**config.mk**
```make
export PLATFORM = sky130hd
export DESIGN_NAME = data_mem_ctrl_flat
export DESIGN_NICKNAME = d
export VERILOG_FILES = /design/src/rtl/data_mem_pkg.sv /design/src/rtl/data_mem_if.sv /design/src/rtl/data_mem_array.sv /design/src/rtl/data_mem_ctrl.sv /design/src/flat_wrapper.sv
export SDC_FILE = /design/constraint.sdc
export NUM_CORES = 1
export LEC_CHECK = 0
export ABC_CLOCK_PERIOD_IN_PS = 4590
export BUFFER_PORTS_ARGS = -buffer_cell sky130_fd_sc_hd__buf_2
export CAP_MARGIN = 0
export CORE_MARGIN = 3
export CORE_UTILIZATION = 45
export DETAILED_ROUTE_END_ITERATION = 7
export PLACE_DENSITY = 0.73
export SLEW_MARGIN = 0
export SYNTH_ARGS = -nofsm -noshare
export SYNTH_HDL_FRONTEND = slang
export SYNTH_SLANG_ARGS = --single-unit
```
**constraint.sdc**
```tcl
create_clock -name clk -period 4.59 [get_ports clk]
set_input_delay 0.918 -clock clk [delete_from_list [all_inputs] [get_ports clk]]
set_output_delay 0.918 -clock clk [all_outputs]
set_load 0.03 [all_outputs]
```
**src/rtl/data_mem_pkg.sv**
```systemverilog
// Shared types and helpers for the data memory controller.
// Optional build macro DATA_MEM_PARITY_EN adds per-byte even parity.
package data_mem_pkg;
  typedef enum logic {INIT, RUN} state_t;

  localparam int BYTE_W = 8;

  function automatic int clog2(input int n);
    int r;
    r = 0;
    while ((1 << r) < n) r++;
    return (r < 1) ? 1 : r;
  endfunction

  function automatic int n_lanes(input int w);
    return w / BYTE_W;
  endfunction
endpackage

```
**src/rtl/data_mem_if.sv**
```systemverilog
// Request/response bus between the load-store stage (master) and the data memory (slave).
interface data_mem_if #(
  parameter int DATA_W = 16,
  parameter int ADDR_W = 16
);
  import data_mem_pkg::*;
  localparam int LANES = n_lanes(DATA_W);

  logic              req_valid;
  logic              req_ready;
  logic              req_we;
  logic [ADDR_W-1:0] req_addr;
  logic [DATA_W-1:0] req_wdata;
  logic [LANES-1:0]  req_be;
  logic              rsp_valid;
  logic [DATA_W-1:0] rsp_rdata;
  logic              rsp_err;
  logic              init_done;

  modport master (
    output req_valid, req_we, req_addr, req_wdata, req_be,
    input  req_ready, rsp_valid, rsp_rdata, rsp_err, init_done
  );
  modport slave (
    input  req_valid, req_we, req_addr, req_wdata, req_be,
    output req_ready, rsp_valid, rsp_rdata, rsp_err, init_done
  );
endinterface

```
**src/rtl/data_mem_array.sv**
```systemverilog
// Storage array: one memory per byte lane, synchronous write, combinational read, no reset.
module data_mem_array #(
  parameter int LANES  = 2,
  parameter int LANE_W = 8,
  parameter int DEPTH  = 8,
  parameter int IW     = 3
) (
  input  logic                         clk,
  input  logic                         we,
  input  logic [LANES-1:0]             be,
  input  logic [IW-1:0]                addr,
  input  logic [LANES-1:0][LANE_W-1:0] wdata,
  output logic [LANES-1:0][LANE_W-1:0] rdata
);
  for (genvar g = 0; g < LANES; g++) begin : g_lane
    logic [LANE_W-1:0] mem [DEPTH];

    always_ff @(posedge clk) begin
      if (we && be[g]) mem[addr] <= wdata[g];
    end

    assign rdata[g] = mem[addr];
  end
endmodule

```
**src/rtl/data_mem_ctrl.sv**
```systemverilog
// Data memory controller: zero-fill FSM, range check, registered 1-cycle response.
// DATA_MEM_PARITY_EN adds one even-parity bit per byte and the err_inject input.
module data_mem_ctrl
  import data_mem_pkg::*;
#(
  parameter int DATA_W = 16,
  parameter int ADDR_W = 16,
  parameter int DEPTH  = 8
) (
  input  logic clk,
  input  logic rst_n,
`ifdef DATA_MEM_PARITY_EN
  input  logic err_inject,
`endif
  data_mem_if.slave bus
);
  localparam int LANES = n_lanes(DATA_W);
  localparam int IW    = clog2(DEPTH);
`ifdef DATA_MEM_PARITY_EN
  localparam int LANE_W = BYTE_W + 1;
`else
  localparam int LANE_W = BYTE_W;
`endif

  state_t                      state;
  logic [IW-1:0]               cnt;
  logic                        ready_q, done_q, vld_q, err_q;
  logic [DATA_W-1:0]           rdata_q;
  logic                        accept, in_range, arr_we, par_err;
  logic [LANES-1:0]            arr_be;
  logic [IW-1:0]               arr_addr;
  logic [LANES-1:0][LANE_W-1:0] wlane, rlane;
  logic [DATA_W-1:0]           rword;

  assign accept   = bus.req_valid && ready_q;
  // Full-width compare so high address bits never alias onto a valid word.
  assign in_range = bus.req_addr < ADDR_W'(DEPTH);

  always_comb begin
    arr_we   = 1'b0;
    arr_be   = '0;
    arr_addr = bus.req_addr[IW-1:0];
    wlane    = '0;
    rword    = '0;
    par_err  = 1'b0;
    for (int i = 0; i < LANES; i++) begin
      rword[i*BYTE_W +: BYTE_W] = rlane[i][BYTE_W-1:0];
`ifdef DATA_MEM_PARITY_EN
      par_err = par_err | (^rlane[i]);
`endif
    end
    if (state == INIT) begin
      // Sweep writes all-zero words; zero parity is correct even parity for zero data.
      arr_we   = 1'b1;
      arr_be   = '1;
      arr_addr = cnt;
    end else begin
      arr_we = accept && bus.req_we && in_range;
      arr_be = bus.req_be;
      for (int i = 0; i < LANES; i++) begin
        wlane[i][BYTE_W-1:0] = bus.req_wdata[i*BYTE_W +: BYTE_W];
`ifdef DATA_MEM_PARITY_EN
        wlane[i][BYTE_W] = (^bus.req_wdata[i*BYTE_W +: BYTE_W]) ^ err_inject;
`endif
      end
    end
  end

  data_mem_array #(.LANES(LANES), .LANE_W(LANE_W), .DEPTH(DEPTH), .IW(IW)) u_array (
    .clk   (clk),
    .we    (arr_we),
    .be    (arr_be),
    .addr  (arr_addr),
    .wdata (wlane),
    .rdata (rlane)
  );

  always_ff @(posedge clk or negedge rst_n) begin
    if (!rst_n) begin
      state   <= INIT;
      cnt     <= '0;
      ready_q <= 1'b0;
      done_q  <= 1'b0;
      vld_q   <= 1'b0;
      err_q   <= 1'b0;
      rdata_q <= '0;
    end else begin
      vld_q   <= accept;
      err_q   <= accept && (!in_range || (!bus.req_we && par_err));
      rdata_q <= (accept && !bus.req_we && in_range) ? rword : '0;
      case (state)
        INIT: begin
          cnt <= cnt + 1'b1;
          if (cnt == IW'(DEPTH - 1)) begin
            state   <= RUN;
            cnt     <= '0;
            ready_q <= 1'b1;
            done_q  <= 1'b1;
          end
        end
        RUN:     ;
        default: state <= INIT;
      endcase
    end
  end

  assign bus.req_ready = ready_q;
  assign bus.init_done = done_q;
  assign bus.rsp_valid = vld_q;
  assign bus.rsp_err   = err_q;
  assign bus.rsp_rdata = rdata_q;
endmodule
```
**src/flat_wrapper.sv**
```systemverilog
// flat-port wrapper written by rule: the top's interface ports become plain ports
module data_mem_ctrl_flat import data_mem_pkg::*;
#(
  parameter int DATA_W = 16,
  parameter int ADDR_W = 16,
  parameter int DEPTH  = 8
)
  (clk, rst_n, bus_req_valid, bus_req_we, bus_req_addr, bus_req_wdata, bus_req_be, bus_req_ready, bus_rsp_valid, bus_rsp_rdata, bus_rsp_err, bus_init_done);
  data_mem_if #(.DATA_W(DATA_W), .ADDR_W(ADDR_W)) bus_i ();
  input  logic clk;
  input  logic rst_n;
  input wire logic [$bits(bus_i.req_valid)-1:0] bus_req_valid;
  input wire logic [$bits(bus_i.req_we)-1:0] bus_req_we;
  input wire logic [$bits(bus_i.req_addr)-1:0] bus_req_addr;
  input wire logic [$bits(bus_i.req_wdata)-1:0] bus_req_wdata;
  input wire logic [$bits(bus_i.req_be)-1:0] bus_req_be;
  output wire logic [$bits(bus_i.req_ready)-1:0] bus_req_ready;
  output wire logic [$bits(bus_i.rsp_valid)-1:0] bus_rsp_valid;
  output wire logic [$bits(bus_i.rsp_rdata)-1:0] bus_rsp_rdata;
  output wire logic [$bits(bus_i.rsp_err)-1:0] bus_rsp_err;
  output wire logic [$bits(bus_i.init_done)-1:0] bus_init_done;
  assign bus_i.req_valid = bus_req_valid;
  assign bus_i.req_we = bus_req_we;
  assign bus_i.req_addr = bus_req_addr;
  assign bus_i.req_wdata = bus_req_wdata;
  assign bus_i.req_be = bus_req_be;
  assign bus_req_ready = bus_i.req_ready;
  assign bus_rsp_valid = bus_i.rsp_valid;
  assign bus_rsp_rdata = bus_i.rsp_rdata;
  assign bus_rsp_err = bus_i.rsp_err;
  assign bus_init_done = bus_i.init_done;
  data_mem_ctrl #(.DATA_W(DATA_W), .ADDR_W(ADDR_W), .DEPTH(DEPTH)) u_core (.clk(clk), .rst_n(rst_n), .bus(bus_i));
endmodule
```
After elaboration in Yosys (flattened, before gate mapping) --
Memories as Yosys holds them, arrays and structs flattened. Index checks and enable logic that the tools add are counted.
Word-level totals: bits in registers 23, memory bits (writable) 128, input bits 38, output and inout port bits 20, word-level logic and storage cells 35, memories kept 2
Cells by class: add/subtract/negate cells 1, $lt $le $gt $ge 1, eq/ne operators 1, mux-type cells 12, bitwise operators 1, reduce and logical (&&, ||, !) cells 11
Memory list:
- u_core.u_array.g_lane[0].mem | words 8, width 8, rd ports 1, clocked after Yosys merged registers in 0, write ports 1, RTL line data_mem_array.sv:16 | logic [LANE_W-1:0] mem [DEPTH];
- u_core.u_array.g_lane[1].mem | words 8, width 8, rd ports 1, clocked after Yosys merged registers in 0, write ports 1, RTL line data_mem_array.sv:16
Operator list (count):
- $mux W16 | 2
- $lt A16 B4 Y1 const B | 1
- $logic_and A1 B1 Y1 | 8
- $mux W1 | 7
- $mux W3 | 2
- $add A3 B1 Y3 const B | 1
- $eq A3 B3 Y1 const B | 1
- $logic_not A1 Y1 | 2
- $mux W2 | 1
- $reduce_and A2 Y1 | 1
- $not A1 Y1 | 1

Logic depth before layout (Yosys ltp) --
depth after elaboration 7, gate-level depth with buffers 7, gate-level depth less buffers 4

Hierarchy --
Synthesis repeated with hierarchy kept, for this count alone.
Second synthesis, totals: cells, all modules 296, area, all modules 6110.9 µm²
By module, submodules not included:
- data_mem_array | times used 1, cells each 209, area each 4996.0 µm², sequential area each 3843.7 µm²
- data_mem_ctrl | times used 1, cells each 87, area each 1114.8 µm², sequential area each 575.6 µm²

Least setup slack after synthesis --
No wires, ideal clock.
kind input -> register, start input bus_req_addr[7], end memory u_core.u_array.g_lane[0].mem[5][0], enable pin, setup time 0.383 ns, arrival time 2.659 ns, required time 4.207 ns, slack 1.548 ns, cell stages on the path 5, path buffers 1, path through or4_1 > and4b_1 > buf_4 > a31oi_1 > nor3_1
Between the ends: word-level cells in the longest chain between the ends 6
Ends and longest elaborated chain:
- start, declared | RTL line flat_wrapper.sv:14 | input wire logic [$bits(bus_i.req_addr)-1:0] bus_req_addr;
- $lt A16 B4 Y1 | RTL line data_mem_ctrl.sv:37 | assign in_range = bus.req_addr < ADDR_W'(DEPTH);
- $logic_and A1 B1 Y1 | RTL line data_mem_ctrl.sv:58 | arr_we = accept && bus.req_we && in_range;
- $mux W1 | RTL line data_mem_ctrl.sv:52 | if (state == INIT) begin
- $logic_and A1 B1 Y1 | RTL line data_mem_array.sv:19 | if (we && be[g]) mem[addr] <= wdata[g];
- $mux W1 | RTL line data_mem_array.sv:19
- $mux W1 (not written as such) | RTL line data_mem_array.sv:19
- end, declared | RTL line data_mem_array.sv:16
No other way between the ends.

Worst setup path in the final report --
start register u_core.state, end memory u_core.u_array.g_lane[0].mem[0][0], enable pin
Between the ends: word-level cells in the longest chain between the ends 4, elaborated cells between the ends (all ways) 6, classes of those cells 5 x mux; 1 x reduce/logical
Ends and longest elaborated chain:
- start, declared | RTL line data_mem_ctrl.sv:25 | state_t state;
- start signal, assigned | RTL line data_mem_ctrl.sv:80 | state <= INIT;
- start signal, assigned | RTL line data_mem_ctrl.sv:95 | state <= RUN;
- start signal, assigned | RTL line data_mem_ctrl.sv:102 | default: state <= INIT;
- $mux W1 or $mux W2 (tied branches) | RTL line data_mem_ctrl.sv:52
- $logic_and A1 B1 Y1 | RTL line data_mem_array.sv:19
- $mux W1 | RTL line data_mem_array.sv:19
- $mux W1 (not written as such) | RTL line data_mem_array.sv:19
Several ways; a longest one is shown, not always the timed one.

==> flow_metrics.env <==
export IMPL_yosysTopAreaCell="edfxtp_1"
export IMPL_hold_viol_final=0
export IMPL_p_int_mw=2.45
export IMPL_synth_seq_cells=151
export IMPL_seqPwrFrac=0.489
export IMPL_syn_nets=407
export IMPL_viasPerCell=5.92
export IMPL_top_layer_used="met4"
export IMPL_wl_met1_um=5600
export IMPL_critPathMaxFanout=29
export IMPL_dpl_cell_area_mm2=0.00648
export IMPL_clock_sinks=151
export IMPL_worstPathCellList="buf_4 -> mux2i_2 -> buf_4 -> o21ai_1 -> nor2_1"
export IMPL_cp_common_cell="buf_4"
export IMPL_wl_met2_um=6780
export IMPL_yosys_top_cells_count="edfxtp_1, and2_1, dfrtp_1"
export IMPL_wl_per_cell_um=22.1
export IMPL_drc=0
export IMPL_p_comb_frac=0.038
export IMPL_hold_buffers=0
export IMPL_yosysWarnings=0
export IMPL_skew_ps=7.30
export IMPL_initial_utilization=0.468
export IMPL_relSlewSlack=0.318
export IMPL_cts_resized_gates=0
export IMPL_fmax_mhz=321
export IMPL_ys_flop_type="edfxtp_1"
export IMPL_routed_wl_um=13700
export IMPL_antenna_cells=0
export IMPL_setup_tns_ps=0
export IMPL_yosysMostFrequentCell="edfxtp_1"
export IMPL_finalNetCount=474
export IMPL_cpPeakStageDelay_ps=740
export IMPL_ff_latch_area_mm2=0.00442
export IMPL_clock_latency_ps=420
export IMPL_worst_slew_pin_slew_ps=1020
export IMPL_grtUsageTotal=0.196
export IMPL_die_w_um=122
export IMPL_postCtsSetupBuffers=0
export IMPL_multiInputGateArea_mm2=0.00146
export IMPL_syn_inst=367
export IMPL_sw_frac_of_total=0.197
export IMPL_via_count=3663
export IMPL_vdd_ir_drop_max_mv=0.356
export IMPL_final_setup_viol_count=0
export IMPL_cts_buffer_depth=2
export IMPL_crit_slowest_cell="dfrtp_1"
export IMPL_cts_tree="yes"
export IMPL_worstHoldPathType="input port to async pin"
export IMPL_antenna_found_initial=0
export IMPL_dieArea_mm2=0.0148
export IMPL_final_antenna_net_count=0
export IMPL_period_share=0.678
export IMPL_design_core_area_mm2=0.0128
export IMPL_leakage_nw=2.55
export IMPL_grt_pass1_vias=3698
export IMPL_synthToLayoutAreaGrowth_pct=18.3
export IMPL_pwr_density_cell_mw_per_mm2=429
export IMPL_grt_pass1_wl_um=21300
export IMPL_setup_slack_ps=1480
export IMPL_synth_area_mm2=0.00601
export IMPL_die_y_um=122
export IMPL_timing_hold_ws_ps=497
export IMPL_ys_types=50
export IMPL_p_switching_mw=0.600
export IMPL_crit_required_ps=4630
export IMPL_clkPwrFrac=0.473
export IMPL_drtIter0Drc=449
export IMPL_end_kind="register"
export IMPL_worstPathArrival_ps=3160
export IMPL_syn_avg_cell_area_um2=16.4
export IMPL_yosysSeqAreaShare=0.736
export IMPL_async_flop_share=0.152
export IMPL_grt_max_degree=42
export IMPL_cts_buffers=17
export IMPL_gr_total_overflow=0
export IMPL_place_congestion=0.807
export IMPL_portBuffers=57
export IMPL_cts_htree_levels=4
export IMPL_outcome="complete, no violations"
export IMPL_dp_hpwl_um=8590
export IMPL_synth_top_area_share=0.640
export IMPL_rows=41
export IMPL_ys_top_cells_by_area="edfxtp_1, dfrtp_1, and2_1"
export IMPL_total_power_mw=3.05
export IMPL_drv_slew=0
export IMPL_drive_gt1_frac=0.280
export IMPL_fin_crit_ps=3110
export IMPL_wl_met3_um=1120
export IMPL_firstDrtPassIters=5
export IMPL_clk_pin_slew_ps=60
export IMPL_cp_start_kind="register"
export IMPL_crit_type="register to register"
export IMPL_rsz0062_at_grt="false"
export IMPL_boundaryPins=58
export IMPL_fin_area_mm2=0.00711
export IMPL_maxCapViolations=0
export IMPL_synth_edf_count=128
export IMPL_clock_root_buffer="clkbuf_16"
export IMPL_place_ws_ps=1120
export IMPL_fillers=996
## cells by family after synthesis
kind of cell | count (synthesis) | synth area share
AOI/OAI and AO/OA | 84 | 0.116
muxes | 16 | 0.0300
DFF | 151 | 0.736
buffers and inverters | 24 | 0.0214
adders and majority gates | 2 | 0.00416
and+or+nand+nor | 90 | 0.0931
## metrics by stage
stage	std cells	utilization
floorplan	367	-
global placement	587	0.506
detailed placement	587	0.506
CTS	619	0.554
global route	619	0.554
finish	619	0.554
## area by class of cell
class / count / area share
flip-flops and latches: 151 / 0.622
multi-input cells: 192 / 0.206
clock buffers: 19 / 0.0623
repair buffers: 69 / 0.0528
well taps: 172 / 0.0303
clock inverters: 13 / 0.0250
inverters: 3 / 0.00158
## state kept, by name (all words and copies together), names as in the netlist
register / flops
u_core.bus.req_ready: 1
u_core.bus.rsp_err: 1
u_core.bus.rsp_rdata: 16
u_core.bus.rsp_valid: 1
u_core.cnt: 3
u_core.state: 1
u_core.u_array.g_lane.mem: 128
## critical path, delay by kind of cell (launching register included)
| family | cells | cell delay [ps] |
|---|---|---|
| flops | 1 | 740 |
| buf+inv | 2 | 730 |
| simple gates | 1 | 680 |
| compound gates | 1 | 340 |
| mux | 1 | 230 |
## routing by layer
| metal | track usage | up-vias |
|---|---|---|
| met4 | 0.0763 | 0 |
| met3 | 0.0422 | 13 |
| met5 | 0 | - |
| met1 | 0.259 | 1826 |
| li1 | - | 1626 |
| met2 | 0.320 | 198 |
## path summary, 6_finish.rpt
kind	to	startpoint	slack, ps	cells after the start
worst max-delay path	u_core.u_array.g_lane[0].mem[0][0]	u_core.state	1480	5
worst min-delay path	u_core.bus.rsp_rdata[0]	rst_n	500	1
worst max register to register	u_core.u_array.g_lane[0].mem[0][0]	u_core.state	1480	5
worst min register to register	u_core.bus.req_ready	u_core.bus.req_ready	520	1
max in group asynchronous	u_core.bus.rsp_rdata[1]	rst_n	3710	1
min in group clk	u_core.bus.req_ready	u_core.bus.req_ready	520	1
## placed cells by master, fill, tap and decap left out, types with 2 or more instances in the layout
cell          n
a211oi_1     10
bufinv_16     4
dfrtp_1      23
buf_2        57
a31oi_1       3
and2_1       27
o21bai_1     13
ha_1          2
nor3_1       12
nor4b_1       2
nand2_1       4
a2111oi_2     7
clkinvlp_4    2
and4b_1       3
edfxtp_1    128
clkinv_2      5
nor4_1        4
o22ai_1      15
nor4_2        3
o211ai_1      2
mux2_1        5
o32ai_1       4
clkbuf_16    17
o2111ai_1     3
a21oi_1       3
and3b_1       3
a21o_1        2
buf_4        12
mux2_2        7
o221ai_1     16
nor4bb_1      3
nor2_2        2
nor3b_1       3
mux2i_1       2
nor2_1       18
## power groups by stage
stage          combinational [mW]  clock, mW  sequential, mW
6_report                    0.116       1.44            1.49
5_1_grt                     0.126       1.52            1.49
3_5_place_dp                0.114          0            1.52
4_1_cts                     0.116       1.46            1.49
3_3_place_gp                0.112          0            1.52
2_1_floorplan              0.0647          0            1.52
(Power assumes the default switching activity.)
